<file path="config.mk">
export PLATFORM = sky130hd
export DESIGN_NAME = fetch_stage
export DESIGN_NICKNAME = d
export VERILOG_FILES = /design/src/rtl/mips_pkg.sv /design/src/rtl/fetch_stage_ifid.sv /design/src/rtl/fetch_stage.sv
export SDC_FILE = /design/constraint.sdc
export NUM_CORES = 1
export LEC_CHECK = 0
export CORE_MARGIN = 3
export CORE_UTILIZATION = 47
export DETAILED_ROUTE_END_ITERATION = 12
export PLACE_DENSITY = 0.86
export SLEW_MARGIN = 30
export SYNTH_ARGS = -nofsm -noshare
export SYNTH_HDL_FRONTEND = slang
export SYNTH_SLANG_ARGS = --single-unit
export TNS_END_PERCENT = 50
</file>
<file path="constraint.sdc">
create_clock -name clk -period 3.75 [get_ports clk]
set_input_delay 0.375 -clock clk [delete_from_list [all_inputs] [get_ports clk]]
set_output_delay 0.375 -clock clk [all_outputs]
set_load 0.01 [all_outputs]
</file>
<file path="src/rtl/mips_pkg.sv">
// Shared definitions for the fetch stage: reset PC default, fetch FSM
// states, instruction stride and a sequential-PC helper.
package mips_pkg;

    localparam logic [31:0] RESET_PC_DEFAULT = 32'h0000_0000;
    localparam logic [31:0] INSTR_STRIDE     = 32'd4;

    typedef enum logic [1:0] {
        BOOT      = 2'd0,
        RUN       = 2'd1,
        SLOT_WAIT = 2'd2
    } fetchState_t;

    // Sequential successor of a fetch address; wraps modulo 2^32.
    function automatic logic [31:0] nextSeqPc(input logic [31:0] pc);
        return pc + INSTR_STRIDE;
    endfunction

endpackage

</file>
<file path="src/rtl/fetch_stage_ifid.sv">
// IF/ID pipeline register. Stall holds every field. Otherwise a completed,
// un-flushed fetch loads a valid instruction, and anything else loads a
// bubble that still carries PC+4.
module ifid_reg
    import mips_pkg::*;
(
    input  logic        clk,
    input  logic        rst_n,
    input  logic        stall,
    input  logic        flush,
    input  logic        load,
    input  logic [31:0] fetchInstr,
    input  logic [31:0] fetchPcPlus4,
    output logic [31:0] instrD,
    output logic [31:0] pcPlus4D,
    output logic        validD
);

    // Register update: hold on stall, otherwise take an instruction or a bubble.
    always_ff @(posedge clk or negedge rst_n) begin
        if (!rst_n) begin
            instrD   <= 32'h0;
            pcPlus4D <= 32'h0;
            validD   <= 1'b0;
        end else if (!stall) begin
            if (load && !flush) begin
                instrD   <= fetchInstr;
                pcPlus4D <= fetchPcPlus4;
                validD   <= 1'b1;
            end else begin
                instrD   <= 32'h0;
                pcPlus4D <= fetchPcPlus4;
                validD   <= 1'b0;
            end
        end
    end

endmodule

</file>
<file path="src/rtl/fetch_stage.sv">
// Instruction fetch stage: PC register, fetch FSM and the IF/ID register.
// Define BRANCH_DELAY_SLOT_EN to execute the instruction after a taken
// branch/jump (delay slot); without it the wrong-path fetch is flushed.
module fetch_stage
    import mips_pkg::*;
#(
    parameter logic [31:0] RESET_PC = RESET_PC_DEFAULT
) (
    input  logic        clk,
    input  logic        rst_n,
    output logic [31:0] PCF,
    output logic        ImemReqF,
    input  logic        ImemAckF,
    input  logic [31:0] InstrF,
    input  logic        StallF,
    input  logic        StallD,
    input  logic        BranchD,
    input  logic        ConditionD,
    input  logic [31:0] PCBranchD,
    input  logic        JumpD,
    input  logic [31:0] PCJumpD,
    output logic [31:0] InstrD,
    output logic [31:0] PCPlus4D,
    output logic        ValidD
);

    fetchState_t state;
    fetchState_t stateNext;
    logic [31:0] pcNext;
    logic [31:0] pcPlus4F;
    logic [31:0] redirectTarget;
    logic        fetchDone;
    logic        redirectD;
    logic        flushD;
`ifdef BRANCH_DELAY_SLOT_EN
    logic [31:0] pendingPc;
    logic [31:0] pendingNext;
`endif

    assign ImemReqF       = (state != BOOT);
    assign fetchDone      = ImemReqF && ImemAckF && !StallF;
    assign redirectD      = ((BranchD && ConditionD) || JumpD) && !StallD;
    assign redirectTarget = JumpD ? PCJumpD : PCBranchD;
    assign pcPlus4F       = nextSeqPc(PCF);

    // Next-state, next-PC and flush decisions for the fetch FSM.
    always_comb begin
        stateNext = state;
        pcNext    = PCF;
        flushD    = 1'b0;
`ifdef BRANCH_DELAY_SLOT_EN
        pendingNext = pendingPc;
`endif
        case (state)
            BOOT: begin
                stateNext = RUN;
            end
            RUN: begin
`ifdef BRANCH_DELAY_SLOT_EN
                if (redirectD) begin
                    if (fetchDone) begin
                        pcNext = redirectTarget;
                    end else begin
                        pendingNext = redirectTarget;
                        stateNext   = SLOT_WAIT;
                    end
                end else if (fetchDone) begin
                    pcNext = pcPlus4F;
                end
`else
                if (redirectD) begin
                    pcNext = redirectTarget;
                    flushD = 1'b1;
                end else if (fetchDone) begin
                    pcNext = pcPlus4F;
                end
`endif
            end
            SLOT_WAIT: begin
`ifdef BRANCH_DELAY_SLOT_EN
                if (fetchDone) begin
                    pcNext    = pendingPc;
                    stateNext = RUN;
                end
`else
                stateNext = RUN;
`endif
            end
            default: begin
                stateNext = BOOT;
            end
        endcase
    end

    // State and PC registers; reset drops any pending redirect target.
    always_ff @(posedge clk or negedge rst_n) begin
        if (!rst_n) begin
            state <= BOOT;
            PCF   <= RESET_PC;
`ifdef BRANCH_DELAY_SLOT_EN
            pendingPc <= RESET_PC;
`endif
        end else begin
            state <= stateNext;
            PCF   <= pcNext;
`ifdef BRANCH_DELAY_SLOT_EN
            pendingPc <= pendingNext;
`endif
        end
    end

    ifid_reg uIfid (
        .clk          (clk),
        .rst_n        (rst_n),
        .stall        (StallD),
        .flush        (flushD),
        .load         (fetchDone),
        .fetchInstr   (InstrF),
        .fetchPcPlus4 (pcPlus4F),
        .instrD       (InstrD),
        .pcPlus4D     (PCPlus4D),
        .validD       (ValidD)
    );

endmodule
</file>
==> impl_metrics.toml <==
[sta]
fmax_mhz = 464
worst_slew_pin_slew_ns = 0.853
setup-violations-final = 0
slew_viol_final = 0
slew_headroom_pct = 43.1
setup_tns_ns = 0
layout_worst_path_cycle_share_pct = 57.5
rsz0062_at_grt = "false"
hold_violations = 0
fin_skew_ns = 0.00924
min_period_ns = 2.16

[run]
maxCapViolations = 0

[synthesis]
synthArstFlopShare_pct = 100
synthDistinctLibCells = 51
synth_edf_count = 0
syn-num-nets = 604
synthSimpleGateAreaFrac_pct = 15.9
synth_compound_area_share_pct = 20.8
yosysWarnings = 0
synth_fa_ha_area_share_pct = 0.246
yosys_most_used_dff = "dfrtp_1"
ys_ff_latch = 98
synth_xor_area_share_pct = 4.82
synth.area.mux_share_pct = 6.07
netlist.area_leader.share_pct = 48.2
synth.yosys.seq_area_share_pct = 48.2
syn_inst = 499
synthTopCellsByArea = "dfrtp_1 48%, a22o_1 5.7%, mux2i_1 4.5%"
synth_top_family_by_area = "compound AO/OA/AOI/OAI gates"
avgSynthCellArea_um2 = 10.2
synth_area_um2 = 5090
yosys.area.top_type = "dfrtp_1"

[power_and_ir_drop]
intPower_mw = 2.08
p_seq_share_pct = 45.9
power_mw = 3.17
power_switching_mw = 1.09
ir_drop_uv = 251
leakage_nw = 3.04
combPwrFrac_pct = 34.5
pwr-share-clk_pct = 19.6
switching_share_pct = 34.4
p_per_area_nw_per_um2 = 432

[final_layout]
syn_to_final_growth_pct = 44.2
nets = 782
antenna_cells = 0
layout_commonest_cell = "clkdlybuf4s50_1"
stdcell_area_um2 = 7340
layout-drive-gt1-share_pct = 7.05
final_cell_mix = "198 x clkdlybuf4s50_1, 98 x dfrtp_1, 46 x nand2_1"

[route]
drtIter0Drc = 370
ant_nets = 0
drt_first_pass_iters = 5
drcViolationCount = 0
vias_per_cell = 5.70
vias = 4659
totalWireLength_um = 15300
avgRoutedWirePerCell_um = 18.8

[floorplan]
dieArea_um2 = 12100
coreArea_um2 = 10400
fp-row-count = 37
die_y_um = 110
start_util_pct = 48.9
die_w_um = 110
io_pins = 202

[critical_path]
critPathRequiredTime_ns = 4.06
critPathMaxFanout = 7
end_kind = "register"
arrival_ns = 2.46
critical_path_class = "register to register"
start_kind = "register"

[clock_tree]
cts.htree.levels = 3
cts.sinks = 98
cts_resized = 0
clockBufferDepth = 2
cts_hold_buf = 0
insertion_delay_ns = 0.37
cts_tree = "done"
postCtsSetupBuffers = 0
clockRootBuffer = "clkbuf_8"
cts_buffers = 9
cts.clk_slew.worst_paths_ns = 0.09

[global_routing]
antenna_found_initial = 0
overflow = 0
grt_max_degree = 89
grt_pass1_vias = 4542
grt_pass1_wl_um = 23700
gr-usage-all-layers_pct = 25.2

[place]
dpl_cell_area_um2 = 7140
io_buffers = 201
hpwl_um = 11200
gp_congestion = 0.854

[worst_hold_path]
min_path_type = "input pin to register"

[outcome]
status = "finished, final reports clean"
cell usage after synthesis (2+ instances only):
master	count
nand2b_1	2
a31o_2	2
o31ai_1	2
clkbuf_1	28
a2bb2oi_1	5
a21o_1	2
nand3_1	16
nor3_1	5
a31oi_1	10
nor3_2	2
mux2i_1	23
buf_4	2
nand4_1	5
o21ai_1	11
and4_1	4
nor2b_1	11
a21oi_1	17
dfrtp_1	98
nand2_1	46
nor2_1	20
mux2_2	7
xnor2_1	19
a22o_1	33
o21ai_0	29
o221ai_1	4
o21a_1	6
xor2_1	9
nor4_4	4
buf_1	2
inv_1	3
o22ai_1	6
and3_1	15
buf_2	11
o22a_1	9
a211oi_1	12
and2_1	4
through the flow:
step	setup WS, ns	utilization (%)	std cells	hold slack, ns
CTS	1.64	70.1	815	0.151
global placement	1.40	68.5	800	0.464
global route	1.46	70.5	817	0.342
detailed placement	1.33	68.5	800	0.472
floorplan	1.82	-	499	0.0794
finish	1.59	70.5	817	0.350
critical path, cell delays in order, from the launching register on:
cell and delay, ns:
dfrtp_1 0.44, ha_1 0.31, and4_1 0.32, nand3_1 0.18, or4_4 0.48, a21oi_1 0.16
o221a_1 0.20
sequential cells by signal, indices dropped and copies added, names as in the netlist:
| name | count |
|---|---|
| uIfid.pcPlus4D | 32 |
| state | 1 |
| uIfid.validD | 1 |
| uIfid.instrD | 32 |
| PCF | 32 |
cells by family (layout without fill, tap and decap cells):
logic type	count (synthesis)	in the layout
muxes	30	30
adders and majority gates	1	1
and+or+nand+nor	141	141
buffers and inverters	47	229
xor gates and xnor gates	28	28
other	1	1
DFF	98	98
AOI/OAI and AO/OA	153	153
worst paths after layout:
check	startpoint	endpoint	slack, ns	depth (start not counted)
max	PCF[2]	PCF[20]	1.59	6
min	StallD	uIfid.pcPlus4D[17]	0.35	2
max reg2reg	PCF[2]	PCF[20]	1.59	6
min reg2reg	uIfid.validD	uIfid.validD	0.49	1
max in group asynchronous	rst_n	uIfid.validD	2.36	4
min in group asynchronous	rst_n	uIfid.instrD[23]	0.42	2
area by class of cell:
cell class	count	area, um^2
Multi-Input combinational cell	354	2440
Timing Repair Buffer	211	2100
Clock inverter	6	41.3
Inverter	3	11.3
Clock buffer	9	124
Fill cell	819	3070
Sequential cell	98	2450
Tap cell	136	170
routing by layer:
layer	vias up	part of all wire, %	GRT usage (%)	wire length (um)
met5	-	0	0	0
met4	0	1.3	7.30	206
met3	16	9.8	5.77	1500
met2	212	47	40.4	7260
met1	2250	42	34.4	6370
li1	2181	-	-	-
power groups by stage:
stage	logic, mW	clock network, mW	registers, mW
after floorplan	0.457	0	1.47
after global placement	1.08	0	1.46
after detailed placement	1.09	0	1.47
after CTS	1.10	0.630	1.45
after global routing	1.18	0.675	1.48
final	1.09	0.622	1.45
(Power assumes the default switching activity.)
